==> src/rtl/vnlp_pkg.sv <==
// Shared definitions for the VNLP linked-list node memory format.
package vnlp_pkg;

    localparam int ADDR_W = 9;
    localparam int WORD_W = 24;
    localparam int LEN_W  = 7;

    localparam logic [ADDR_W-1:0] HEAD_ADDR = 9'd0;
    localparam logic [ADDR_W-1:0] NULL_LINK = 9'd0;

    typedef enum logic [2:0] {
        WR_IDLE   = 3'd0,
        WR_HDR    = 3'd1,
        WR_ACCEPT = 3'd2,
        WR_DATA   = 3'd3,
        WR_TERM   = 3'd4,
        WR_LINK   = 3'd5,
        WR_FIN    = 3'd6
    } wr_state_t;

    // A link word is the 9-bit node address zero-extended to a full memory word.
    function automatic logic [WORD_W-1:0] link_word(input logic [ADDR_W-1:0] addr);
        return {15'd0, addr};
    endfunction

endpackage

==> src/rtl/vnlp_list_writer_if.sv <==
// Element stream (valid/ready) plus node-memory write port of the list writer.
interface vnlp_list_writer_if;
    import vnlp_pkg::*;

    logic              elem_valid;
    logic [WORD_W-1:0] elem_data;
    logic              elem_last;
    logic              elem_ready;
    logic              mem_we;
    logic [ADDR_W-1:0] mem_waddr;
    logic [WORD_W-1:0] mem_wdata;

    // Producer of elements / owner of the memory.
    modport master (
        output elem_valid, elem_data, elem_last,
        input  elem_ready, mem_we, mem_waddr, mem_wdata
    );

    // The list writer itself.
    modport slave (
        input  elem_valid, elem_data, elem_last,
        output elem_ready, mem_we, mem_waddr, mem_wdata
    );

endinterface

==> src/rtl/vnlp_list_writer.sv <==
// Writes an element stream into node memory as a singly linked list that is
// terminated after every completed element (data, terminator, then link).
module vnlp_list_writer
    import vnlp_pkg::*;
#(
    parameter int BASE    = 2,
    parameter int STRIDE  = 2,
    parameter int MAX_LEN = 127
) (
    input  logic              clk,
    input  logic              rst_n,
    input  logic              START,
    vnlp_list_writer_if.slave bus,
    output logic [LEN_W-1:0]  LEN,
    output logic              DONE,
    output logic              OVF
);

    localparam logic [ADDR_W-1:0] BASE_A    = ADDR_W'(BASE);
    localparam logic [ADDR_W-1:0] STRIDE_A  = ADDR_W'(STRIDE);
    localparam logic [LEN_W-1:0]  LEN_LIMIT = LEN_W'(MAX_LEN - 1);

    if ((BASE + (MAX_LEN - 1) * STRIDE + 1 > 511) || (BASE == 0) || (BASE % 2 != 0) ||
        (STRIDE < 2) || (STRIDE % 2 != 0) || (MAX_LEN < 1) || (MAX_LEN > 127)) begin : g_param_check
        $error("vnlp_list_writer: node layout does not fit the 512-word memory");
    end

    wr_state_t         state_r;
    logic [ADDR_W-1:0] cur_r;
    logic [ADDR_W-1:0] prev_r;
    logic              last_r;
    logic [LEN_W-1:0]  len_r;
    logic              done_r;
    logic              ovf_r;
    logic              ready_r;
    logic              we_r;
    logic [ADDR_W-1:0] waddr_r;
    logic [WORD_W-1:0] wdata_r;

    // Writer FSM: outputs are registered for the state being entered.
    always_ff @(posedge clk or negedge rst_n) begin
        if (!rst_n) begin
            state_r <= WR_IDLE;
            cur_r   <= 9'd0;
            prev_r  <= 9'd0;
            last_r  <= 1'b0;
            len_r   <= 7'd0;
            done_r  <= 1'b0;
            ovf_r   <= 1'b0;
            ready_r <= 1'b0;
            we_r    <= 1'b0;
            waddr_r <= 9'd0;
            wdata_r <= 24'd0;
        end else begin
            case (state_r)
                WR_IDLE, WR_FIN: begin
                    if (START) begin
                        len_r   <= 7'd0;
                        done_r  <= 1'b0;
                        ovf_r   <= 1'b0;
                        cur_r   <= BASE_A;
                        prev_r  <= HEAD_ADDR;
                        we_r    <= 1'b1;
                        waddr_r <= HEAD_ADDR;
                        wdata_r <= link_word(NULL_LINK);
                        state_r <= WR_HDR;
                    end else begin
                        state_r <= state_r;
                    end
                end
                WR_HDR: begin
                    we_r    <= 1'b0;
                    ready_r <= 1'b1;
                    state_r <= WR_ACCEPT;
                end
                WR_ACCEPT: begin
                    if (bus.elem_valid && ready_r) begin
                        last_r  <= bus.elem_last;
                        ready_r <= 1'b0;
                        we_r    <= 1'b1;
                        waddr_r <= cur_r + 9'd1;
                        wdata_r <= bus.elem_data;
                        state_r <= WR_DATA;
                    end else begin
                        state_r <= WR_ACCEPT;
                    end
                end
                WR_DATA: begin
                    // Terminate the new tail before it becomes reachable.
                    waddr_r <= cur_r;
                    wdata_r <= link_word(NULL_LINK);
                    state_r <= WR_TERM;
                end
                WR_TERM: begin
                    // Link the predecessor (or the header) to the new tail.
                    waddr_r <= prev_r;
                    wdata_r <= link_word(cur_r);
                    state_r <= WR_LINK;
                end
                WR_LINK: begin
                    we_r   <= 1'b0;
                    len_r  <= len_r + 7'd1;
                    prev_r <= cur_r;
                    cur_r  <= cur_r + STRIDE_A;
                    if (last_r) begin
                        done_r  <= 1'b1;
                        state_r <= WR_FIN;
                    end else if (len_r == LEN_LIMIT) begin
                        done_r  <= 1'b1;
                        ovf_r   <= 1'b1;
                        state_r <= WR_FIN;
                    end else begin
                        ready_r <= 1'b1;
                        state_r <= WR_ACCEPT;
                    end
                end
                default: begin
                    ready_r <= 1'b0;
                    we_r    <= 1'b0;
                    state_r <= WR_IDLE;
                end
            endcase
        end
    end

    assign bus.elem_ready = ready_r;
    assign bus.mem_we     = we_r;
    assign bus.mem_waddr  = waddr_r;
    assign bus.mem_wdata  = wdata_r;
    assign LEN            = len_r;
    assign DONE           = done_r;
    assign OVF            = ovf_r;

endmodule

==> src/flat_wrapper.sv <==
// flat-port wrapper written by rule: the top's interface ports become plain ports
module vnlp_list_writer_flat import vnlp_pkg::*;
#(
    parameter int BASE    = 2,
    parameter int STRIDE  = 2,
    parameter int MAX_LEN = 127
)
  (clk, rst_n, START, LEN, DONE, OVF, bus_elem_valid, bus_elem_data, bus_elem_last, bus_elem_ready, bus_mem_we, bus_mem_waddr, bus_mem_wdata);
  vnlp_list_writer_if bus_i ();
  input  logic clk;
  input  logic rst_n;
  input  logic START;
  output logic [LEN_W-1:0] LEN;
  output logic DONE;
  output logic OVF;
  input wire logic [$bits(bus_i.elem_valid)-1:0] bus_elem_valid;
  input wire logic [$bits(bus_i.elem_data)-1:0] bus_elem_data;
  input wire logic [$bits(bus_i.elem_last)-1:0] bus_elem_last;
  output wire logic [$bits(bus_i.elem_ready)-1:0] bus_elem_ready;
  output wire logic [$bits(bus_i.mem_we)-1:0] bus_mem_we;
  output wire logic [$bits(bus_i.mem_waddr)-1:0] bus_mem_waddr;
  output wire logic [$bits(bus_i.mem_wdata)-1:0] bus_mem_wdata;
  assign bus_i.elem_valid = bus_elem_valid;
  assign bus_i.elem_data = bus_elem_data;
  assign bus_i.elem_last = bus_elem_last;
  assign bus_elem_ready = bus_i.elem_ready;
  assign bus_mem_we = bus_i.mem_we;
  assign bus_mem_waddr = bus_i.mem_waddr;
  assign bus_mem_wdata = bus_i.mem_wdata;
  vnlp_list_writer #(.BASE(BASE), .STRIDE(STRIDE), .MAX_LEN(MAX_LEN)) u_core (.clk(clk), .rst_n(rst_n), .START(START), .bus(bus_i), .LEN(LEN), .DONE(DONE), .OVF(OVF));
endmodule
==> config.mk <==
export PLATFORM = sky130hd
export DESIGN_NAME = vnlp_list_writer_flat
export DESIGN_NICKNAME = d
export VERILOG_FILES = /design/src/rtl/vnlp_pkg.sv /design/src/rtl/vnlp_list_writer_if.sv /design/src/rtl/vnlp_list_writer.sv /design/src/flat_wrapper.sv
export SDC_FILE = /design/constraint.sdc
export NUM_CORES = 1
export LEC_CHECK = 0
export ABC_AREA = 1
export ABC_CLOCK_PERIOD_IN_PS = 2900
export CAP_MARGIN = 20
export CORE_AREA = 4 4 97 122
export DETAILED_ROUTE_END_ITERATION = 10
export DIE_AREA = 0 0 101 126
export PLACE_DENSITY = 0.57
export SKIP_LAST_GASP = 1
export SLEW_MARGIN = 10
export SYNTH_ARGS = -nofsm -noshare
export SYNTH_HDL_FRONTEND = slang
export SYNTH_SLANG_ARGS = --single-unit
export TNS_END_PERCENT = 1
==> constraint.sdc <==
create_clock -name clk -period 2.9 [get_ports clk]
set_input_delay 0.29 -clock clk [delete_from_list [all_inputs] [get_ports clk]]
set_output_delay 0.29 -clock clk [all_outputs]
set_load 0.05 [all_outputs]
Yosys cells after proc, flatten, opt, wreduce, memory -nomap -nowiden
Cells that the tools add are included.

Bitwise operators: 2. Muxes and demuxes: 29. Add/subtract/negate cells: 3. Equal/unequal tests: 13. Reduce and logical (&&, ||, !) cells: 14.

Operators by type and width (count): one-hot mux 24 bit (4 select lines) (1); two-way mux 24 bit (2); one-hot mux 9 bit (2 select lines) (2); one-hot mux 9 bit (4 select lines) (1); two-way mux 9 bit (3); one-hot mux 3 bit (6 select lines) (1); one-hot mux 7 bit (2 select lines) (1); two-way mux 1 bit (10); adder 9 x 1 -> 9 bit (second input constant) (1); adder 9 x 2 -> 9 bit (second input constant) (1); == test 3 bit (second input constant) (3); two-way mux 3 bit (3); AND reduction 3 bit (3); AND reduction 4 bit (2); adder 7 x 1 -> 7 bit (second input constant) (1); == test 7 bit (second input constant) (1); two-way mux 7 bit (1); == test 3 x 2 -> 1 bit (second input constant) (2); != test 2 bit (second input constant) (3); != test 2 x 1 -> 1 bit (second input constant) (2); one-hot mux 1 bit (2 select lines) (2); one-hot mux 1 bit (4 select lines) (1); AND reduction 2 bit (2); nonzero test 4 bit (1); 9 further kinds (11).

Output and inout bits: 44. Logic and storage cells: 72. Bits of input ports: 29. Flip-flop bits (word level): 66.

Logic depth before layout (Yosys ltp)
Gate-level depths: netlist of run 1.

Word-level depth: 4. Depth in mapped cells: 9. Depth with buffers taken out: 9.

Least setup slack after synthesis of run 1
No wires, ideal clock.

Kind: register to register. Start: reg u_core.len_r[0], in the netlist u_core.LEN[0]. End: reg u_core.ready_r, in the netlist u_core.bus.elem_ready. Required time: 2.780 ns. Arrival: 1.434 ns. Path slack: 1.347 ns. Stages on the path, launching flop included: 9. Setup time: 0.120 ns. Buffers on the path: 0. Clock period less this slack: 1.553 ns. Cells stage by stage: dfrtp_1 inv_1 ha_1 nand3_1 nor2_1 a21oi_1 nand2_1 nand2_1 nand2_1.

Cells in the longest elaborated chain, start to end: 3.

RTL lines: from (decl) (RTL line vnlp_list_writer.sv:32) `logic [LEN_W-1:0] len_r;`; from (signal assigned) (RTL line vnlp_list_writer.sv:102) `len_r <= len_r + 7'd1;`; == test 7 bit (RTL line vnlp_list_writer.sv:108) `end else if (len_r == LEN_LIMIT) begin`; != test 2 bit (no line); AND reduction 4 bit (no line); to (signal assigned) (RTL line vnlp_list_writer.sv:79) `ready_r <= 1'b0;`; to (signal assigned) (RTL line vnlp_list_writer.sv:113) `ready_r <= 1'b1;`; to (signal assigned) (RTL line vnlp_list_writer.sv:118) `ready_r <= 1'b0;`; to (decl) (RTL line vnlp_list_writer.sv:35) `logic ready_r;`.

Every way passes these cells. A chain may end at the register's enable or synchronous reset.

Worst setup path in the final report of run 1
Start: reg u_core.len_r[4], in the netlist u_core.LEN[4]. End: out LEN[4].

RTL lines: to (decl) (RTL line flat_wrapper.sv:13) `output logic [LEN_W-1:0] LEN;`.

No word-level cell between the ends.

==> results.yml, run 1 <==
status:
  status: "complete, no violations"
clocking:
  cts_tree: "yes"
  cts_setup_buffers: 0
  path_clk_slew_ps: 50
  h-tree-depth: 3
  cts.sinks: 65
  cts-root-buf: "clkbuf_16"
  worstSkewPairLatency_ps: 320
  clock_path_buffers: 2
  cts_buffers: 9
setup_path:
  cp.depth: 1
  worstPathRequired_ps: 2610
  cp_cell_sequence: "clkdlybuf4s50_1"
  cp.buffers_inverters: 1
  arrival_ps: 1590
  cp_top_family: "buffers and inverters"
  slowest_stage: "clkdlybuf4s50_1"
  critPathMaxStageDelay_ps: 840
  worstSetupPathType: "flop to output port"
  end_kind: "output port"
  reg2reg_depth: 6
  worst_setup_path_start_kind: "flop"
  crit_fanout: 7
yosys:
  yosys.cell_types.count: 21
  ys_warn_count: 0
  synth-seq-cells: 65
  synth_edf_count: 0
  syn_inst: 396
  async_flop_share_pct: 100
  yosysTopAreaCell: "dfrtp_1"
  synthFlopType: "dfrtp_1"
  syn_area_per_cell_um2: 7.98
  synth_top_cell_area_share_pct: 51.5
  yosys-top-cells-area: "dfrtp_1 (51%), nand2_1 (18%), nand3_1 (7.4%), o21ai_0 (5.1%), nand3b_1 (3.8%)"
  syn_area_mm2: 0.00316
  synth_nets: 428
  yosysSeqAreaShare_pct: 51.5
sta:
  hold_ws_ps: 285
  rsz0062_at_grt: "no"
  hold_violations: 0
  setup_tns_ps: 0
  fin_crit_sh_pct: 64.8
  period_needed_ps: 1880
  worstMarginPinSlew_ps: 600
  fin_skew_ps: 5.05
  clock.fmax_ghz: 0.532
  setup_violations: 0
  slew_headroom_pct: 59.9
  drv_slew: 0
pwr:
  powerDensity_mw_per_mm2: 1090
  pwr-share-clk_pct: 22.2
  leakagePower_nw: 2.07
  switchingPower_w: 0.00216
  combPwrFrac_pct: 48.7
  p_sw_share_pct: 46.4
  seq_power_share_pct: 29.1
  vdd_drop_max_mv: 0.515
  p_int_w: 0.00249
global_routing:
  grt_pass1_vias: 2766
  grt_use_met2_pct: 21.4
  grt_pass1_wl_mm: 13.3
  met1_usage_pct: 16.4
  busiest_layer: "met2"
  grtUsageTotal_pct: 13.0
  overflow: 0
  antenna_found_initial: 0
  grt_max_degree: 35
  use_met3_pct: 2.60
cells_and_area:
  num_antenna_cells: 0
  final_cell_mix: "nand2_1 (149), clkdlybuf4s50_1 (71), dfrtp_1 (65)"
  syn_to_final_growth_pct: 35.4
  nets: 500
  mostFrequentLayoutCell: "nand2_1"
  nFillCells: 1072
  drive_gt1_share_pct: 6.34
drt:
  via_count: 2811
  viasPerCell: 4.65
  drcViolationCount: 0
  routed_wl_mm: 8.05
  first_pass_iters: 4
  drt-initial-drc-count: 117
  wl_per_cell_um: 13.3
  ant_nets: 0
die:
  rows: 42
  die_h_um: 126
  die_x_um: 101
  fp.coreArea_mm2: 0.0106
  start_util_pct: 29.9
  ios: 73
  die-area_mm2: 0.0127
placement:
  port_buffers: 72
  gp_congestion: 0.840
  place_hpwl_mm: 5.65
job:
  cap_violations: 0
worst_hold_path:
  min_path_type: "input port to asynchronous set/reset pin"
flip-flops by register name, summed over array words and instances (netlist names):
register	count
u_core.bus.mem_we	1
u_core.bus.elem_ready	1
u_core.bus.mem_waddr	9
u_core.state_r	3
u_core.DONE	1
u_core.LEN	7
u_core.prev_r	9
u_core.last_r	1
u_core.cur_r	8
u_core.bus.mem_wdata	24
u_core.OVF	1
layout make-up:
type                       count  area (um2)  share of cell area [%]
tap                          132         165                    3.86
sequential                    65        1630                    38.0
clock buffer                  14         284                    6.64
inverter                      29         109                    2.54
timing repair buffer          79         771                    18.0
multi-input combinational    284        1310                    30.7
clock inverter                 2        10.0                   0.234
logic make-up after synthesis:
logic type      Yosys count  synth area share (%)
buf+inv                  47                  6.93
fa+ha+maj                 3                  1.19
simple gates            237                  32.9
compound gates           42                  6.97
flops                    65                  51.5
xor+xnor                  2                 0.555
power groups by stage:
| stage | clock network, W | logic (W) | registers (W) |
|---|---|---|---|
| finish | 0.00103 | 0.00226 | 0.00135 |
| detailed placement | 0 | 0.00229 | 0.00137 |
| global placement | 0 | 0.00228 | 0.00136 |
| global route | 0.00110 | 0.00247 | 0.00139 |
| floorplan | 0 | 0.000956 | 0.00203 |
| CTS | 0.00106 | 0.00230 | 0.00135 |
worst paths after layout:
kind                                          start                        to  slack [ps]
max reg2reg                       u_core.state_r[2]             u_core.LEN[0]        1170
max                                   u_core.LEN[4]                    LEN[4]        1020
max in group asynchronous                     rst_n          u_core.prev_r[3]        2000
min reg2reg                u_core.bus.mem_wdata[21]  u_core.bus.mem_wdata[21]         470
min in group clk           u_core.bus.mem_wdata[21]  u_core.bus.mem_wdata[21]         470
min                                           rst_n  u_core.bus.mem_wdata[15]         290
cell usage after synthesis, types with 3 or more instances:
cell / number
buf_2: 7
inv_1: 26
inv_2: 3
o21ai_0: 32
nand2_2: 3
nand2_1: 149
nor2_1: 15
a21oi_1: 5
nand3b_1: 16
nand4_1: 5
dfrtp_1: 65
buf_4: 9
ha_1: 3
nand3_1: 47
metal layers:
| layer | up-vias | wire (um) |
|---|---|---|
| li1 | 1421 | - |
| met1 | 1317 | 3530 |
| met2 | 61 | 3950 |
| met3 | 12 | 422 |
| met4 | 0 | 144 |
| met5 | - | 0 |
per-stage QoR:
step / utilization, % / setup WS [ps] / std cells / instance area (um2) / power [W]
6_report: 40.5 / 1020 / 605 / 4280 / 0.00465
4_1_cts: 40.5 / 993 / 605 / 4280 / 0.00472
5_1_grt: 40.5 / 934 / 605 / 4280 / 0.00496
3_3_place_gp: 37.6 / 1090 / 588 / 3980 / 0.00364
3_5_place_dp: 37.6 / 1060 / 588 / 3980 / 0.00366
2_1_floorplan: - / 1350 / 396 / 3160 / 0.00298
repair_timing:
| item | CTS | global route |
|---|---|---|
| endpoints found under the hold margin | 1 | 0 |
| resized for setup | 0 | 0 |
| hold buffers | 1 | 0 |
(Power assumes the default switching activity.)
==> run 2, diff against run 1 <==
ABC_CLOCK_PERIOD_IN_PS = 1800   (was 2900)
clock period = 1.8 ns   (was 2.9 ns; I/O delays follow)
==> run 2 against run 1 <==
Final area rose by 1.1%; first-iteration DRC count grew 26%; via count rose by 0.57%; utilization up 0.46 points; critical path depth is the same; combinational power grew 68%; final cell count rose by 0.99%; clock power rose by 65%; highest routed layer unchanged.
==> results.yml, run 2 (same netlist as run 1, synthesis figures left out) <==
clocking:
  cts.sinks: 65
  h-tree-depth: 3
  cts_tree: "yes"
  cts-root-buf: "clkbuf_16"
  cts_buffers: 9
  cts_setup_buffers: 0
  clock_path_buffers: 2
  worstSkewPairLatency_ps: 330
  path_clk_slew_ps: 50
pwr:
  switchingPower_w: 0.00351
  leakagePower_nw: 2.13
  vdd_drop_max_mv: 0.571
  p_sw_share_pct: 45.8
  combPwrFrac_pct: 49.5
  seq_power_share_pct: 28.4
  p_total_w: 0.00767
  powerDensity_mw_per_mm2: 1770
  pwr-share-clk_pct: 22.2
  p_int_w: 0.00416
global_routing:
  grtUsageTotal_pct: 13.4
  overflow: 0
  grt_pass1_wl_mm: 13.8
  grt_pass1_vias: 2850
  antenna_found_initial: 0
  grt_max_degree: 66
job:
  cap_violations: 0
cells_and_area:
  mostFrequentLayoutCell: "nand2_1"
  drive_gt1_share_pct: 10.0
  final_cell_mix: "nand2_1 (149), dfrtp_1 (65), clkdlybuf4s50_1 (60)"
  fin_cells: 611
  syn_to_final_growth_pct: 37.0
  nets: 506
  largest_reg_flops: 24
  nFillCells: 1069
  post-route-util_pct: 41.0
  num_antenna_cells: 0
drt:
  via_count: 2827
  first_pass_iters: 4
  drt-initial-drc-count: 147
  routed_wl_mm: 7.98
  wl_per_cell_um: 13.1
  ant_nets: 0
  viasPerCell: 4.63
  drcViolationCount: 0
placement:
  pre_cts_slack_ps: 155
  dp.cells: 594
  port_buffers: 72
  gp_congestion: 0.831
  place_hpwl_mm: 5.76
setup_path:
  end_kind: "output port"
  startpoint: "u_core.bus.elem_ready"
  arrival_ps: 1540
  slowest_stage: "clkdlybuf4s50_1"
  worstSetupPathType: "flop to output port"
  crit_fanout: 4
  critPathMaxStageDelay_ps: 820
  cp_top_family: "buffers and inverters"
  worst_setup_path_start_kind: "flop"
  r2r-start: "u_core.state_r[1]"
  cp_cell_sequence: "clkdlybuf4s50_1"
  cp.buffers_inverters: 1
  worstPathRequired_ps: 1620
worst_hold_path:
  min_path_type: "input port to asynchronous set/reset pin"
die:
  die_h_um: 126
  die-area_mm2: 0.0127
  die_x_um: 101
  start_util_pct: 29.9
  rows: 42
  fp.coreArea_mm2: 0.0106
  ios: 73
status:
  status: "complete, no violations"
sta:
  setup_violations: 0
  drv_slew: 0
  period_needed_ps: 1720
  worstMarginPinSlew_ps: 535
  fin_skew_ps: 4.70
  setup_ws_ps: 79.1
  clock.fmax_ghz: 0.581
  rsz0062_at_grt: "yes"
  fin_crit_sh_pct: 95.6
  slew_headroom_pct: 64.3
  hold_violations: 0
run 2: changes by cell type in the layout (fill, tap and decap cells not counted):
cell	delta
clkinv_2	+2
buf_6	+1
clkbuf_8	-3
buf_4	+14
bufinv_16	+1
buf_12	+2
clkdlybuf4s50_1	-11
clkbuf_1	-1
clkinvlp_4	+1
run 2: cell type report:
cell class              count  area [um2]  area share, %
clock buffers              10         239           5.52
clock inverters             6        57.6           1.33
inverters                  29         109           2.52
multi-input cells         284        1310           30.4
flip-flops and latches     65        1630           37.6
well taps                 132         165           3.82
repair buffers             85         817           18.9
run 2: per-stage QoR:
| step | setup TNS [ps] | hold WS, ps | instance area [um2] |
|---|---|---|---|
| 3_3_place_gp | 0 | 227 | 4020 |
| 6_report | 0 | 410 | 4330 |
| 4_1_cts | 0 | 422 | 4320 |
| 3_5_place_dp | 0 | 227 | 4020 |
| 2_1_floorplan | 0 | -116 | 3160 |
| 5_1_grt | -188 | 447 | 4330 |
run 2: path summary, 6_finish.rpt:
kind                                             to  cells past startpoint  slack, ps
max                                  bus_elem_ready                      1         80
min                        u_core.bus.mem_wdata[18]                      3        410
max reg2reg                         u_core.cur_r[1]                      7        170
min reg2reg                u_core.bus.mem_wdata[23]                      2        470
max in group asynchronous          u_core.prev_r[4]                      3       1110
min in group clk                      u_core.last_r                      3        460
run 2: worst register-to-register path, stage by stage, from the launching register on:
cell and delay [ps]:
dfrtp_1 410, inv_1 100, nand2_1 110, inv_1 70
nand2_1 270, nand2_1 330, nor2_1 170, a21oi_1 50
run 2: power by group through the flow:
stage          Combinational, W  Sequential, W  Clock, W
2_1_floorplan           0.00154        0.00327         0
3_3_place_gp            0.00380        0.00220         0
3_5_place_dp            0.00384        0.00219         0
4_1_cts                 0.00385        0.00217   0.00176
5_1_grt                 0.00414        0.00224   0.00183
6_report                0.00379        0.00217   0.00170
run 2: what timing repair did:
action,4_1_cts,5_1_grt
resized for setup,0,1
hold endpoints to repair,65,0
setup endpoints to repair,0,39
hold buffers,1,0
run 2: routing by layer:
| metal | GRT usage, % | vias up | wire, um |
|---|---|---|---|
| li1 | - | 1431 | - |
| met1 | 17.1 | 1319 | 3570 |
| met2 | 21.8 | 68 | 3810 |
| met3 | 4.09 | 9 | 512 |
| met4 | 3.83 | 0 | 93 |
| met5 | 0 | - | 0 |
==> run 3, diff against run 2 <==
CTS_CLUSTER_SIZE = 25   (was default)
GPL_TIMING_DRIVEN = 0   (was default)
==> run 3 against run 2 <==
Count of clock-buffer cells in the layout grew 2; final area hardly changed; clock power decreased by 11%; critical path type unchanged; critical endpoint is now LEN[2]; largest power group unchanged.
==> results.yml, run 3 (same netlist as run 1, synthesis figures left out) <==
setup_path:
  arrival_ps: 1600
  cp_top_family: "buffers and inverters"
  r2r-start: "u_core.state_r[1]"
  critPathMaxStageDelay_ps: 850
  slowest_stage: "clkdlybuf4s50_1"
  end_kind: "output port"
  crit_fanout: 6
  reg2reg_depth: 6
  worstSetupPathType: "flop to output port"
  cp_cell_sequence: "clkdlybuf4s50_1"
  cp.buffers_inverters: 1
  r2r_end: "u_core.cur_r[4]"
  r2r_slack_ps: 180
  worstPathRequired_ps: 1620
  worst_setup_path_start_kind: "flop"
cells_and_area:
  nets: 513
  stdcell_area_mm2: 0.00433
  nFillCells: 1079
  num_antenna_cells: 0
  final_cell_mix: "nand2_1 (149), clkdlybuf4s50_1 (70), dfrtp_1 (65)"
  mostFrequentLayoutCell: "nand2_1"
  syn_to_final_growth_pct: 36.9
  post-route-util_pct: 40.9
  drive_gt1_share_pct: 7.87
  largest_reg_flops: 24
  multiInputGateArea_mm2: 0.00132
  seq_area_mm2: 0.00163
sta:
  setup_violations: 0
  rsz0062_at_grt: "yes"
  clock.fmax_ghz: 0.562
  drv_slew: 0
  hold_violations: 0
  period_needed_ps: 1780
  worstMarginPinSlew_ps: 521
  slew_headroom_pct: 65.2
  fin_crit_sh_pct: 98.9
  fin_skew_ps: 2.83
die:
  start_util_pct: 29.9
  fp.coreArea_mm2: 0.0106
  ios: 73
  die-area_mm2: 0.0127
  die_x_um: 101
  die_h_um: 126
  rows: 42
drt:
  ant_nets: 0
  first_pass_iters: 4
  routed_wl_mm: 8.58
  wl_per_cell_um: 14.0
  drt-initial-drc-count: 142
  drcViolationCount: 0
  viasPerCell: 4.63
  via_count: 2848
placement:
  place_hpwl_mm: 6.36
  port_buffers: 72
  place_area_mm2: 0.00406
  gp_congestion: 0.768
worst_hold_path:
  min_path_type: "input port to asynchronous set/reset pin"
clocking:
  cts.sinks: 65
  cts_tree: "yes"
  h-tree-depth: 3
  worstSkewPairLatency_ps: 320
  clock_path_buffers: 2
  path_clk_slew_ps: 50
  cts_buffers: 9
  cts-root-buf: "clkbuf_16"
job:
  cap_violations: 0
global_routing:
  overflow: 0
  grt_pass1_vias: 2750
  grt_pass1_wl_mm: 13.8
  grt_max_degree: 37
  antenna_found_initial: 0
  grtUsageTotal_pct: 13.8
pwr:
  vdd_drop_max_mv: 0.528
  leakagePower_nw: 2.10
  powerDensity_mw_per_mm2: 1760
status:
  status: "complete, no violations"
==> run 3: timing repair <==
action | CTS | global route
endpoints found under the hold margin | 29 | 0
endpoints found under the setup margin | 1 | 7
hold buffers | 1 | 0
resized for setup | 1 | 1
setup buffers | 0 | 0
==> run 3: worst max-delay path by stage <==
stage	startpoint	endpoint	slack, ps	cells past startpoint
finish	u_core.LEN[2]	LEN[2]	20	1
detailed placement	bus_elem_valid	u_core.bus.mem_wdata[8]	100	9
CTS	u_core.LEN[2]	LEN[2]	10	1
global placement	rst_n	u_core.bus.mem_waddr[4]	-1720	1
global route	u_core.LEN[2]	LEN[2]	-40	1
floorplan	u_core.LEN[0]	u_core.bus.elem_ready	250	8
==> run 3: area by class of cell <==
class                           count  area share (%)
Clock inverter                      1           0.116
Multi-Input combinational cell    284            30.4
Inverter                           29            2.52
Timing Repair Buffer               74            17.3
Clock buffer                       12            5.70
Buffer                             18            2.55
Sequential cell                    65            37.6
Tap cell                          132            3.82
==> run 3: stage by stage <==
step | total power, W | std cells | TNS (ps) | hold slack, ps | worst slack [ps]
detailed placement | 0.00614 | 601 | 0 | 145 | 97.6
global placement | 0.00611 | 600 | -111470 | 453 | -1720
CTS | 0.00767 | 615 | 0 | 340 | 10.6
floorplan | 0.00481 | 396 | 0 | -116 | 247
finish | 0.00759 | 615 | 0 | 335 | 20.5
global route | 0.00807 | 615 | -145 | 359 | -38.5
==> run 3: routing by layer <==
| layer | vias up | GRT usage [%] | part of all wire (%) |
|---|---|---|---|
| li1 | 1447 | - | - |
| met1 | 1339 | 17.2 | 45 |
| met2 | 58 | 23.2 | 49 |
| met3 | 4 | 3.93 | 5.2 |
| met4 | 0 | 3.76 | 0.73 |
| met5 | - | 0 | 0 |
==> run 3: report_power, final <==
| part | leakage, nW | total (W) | internal, W | switching [W] |
|---|---|---|---|---|
| Clock | 0.124 | 0.00151 | 0.000942 | 0.000563 |
| Sequential | 0.878 | 0.00217 | 0.00188 | 0.000290 |
| Combinational | 1.10 | 0.00392 | 0.00122 | 0.00270 |
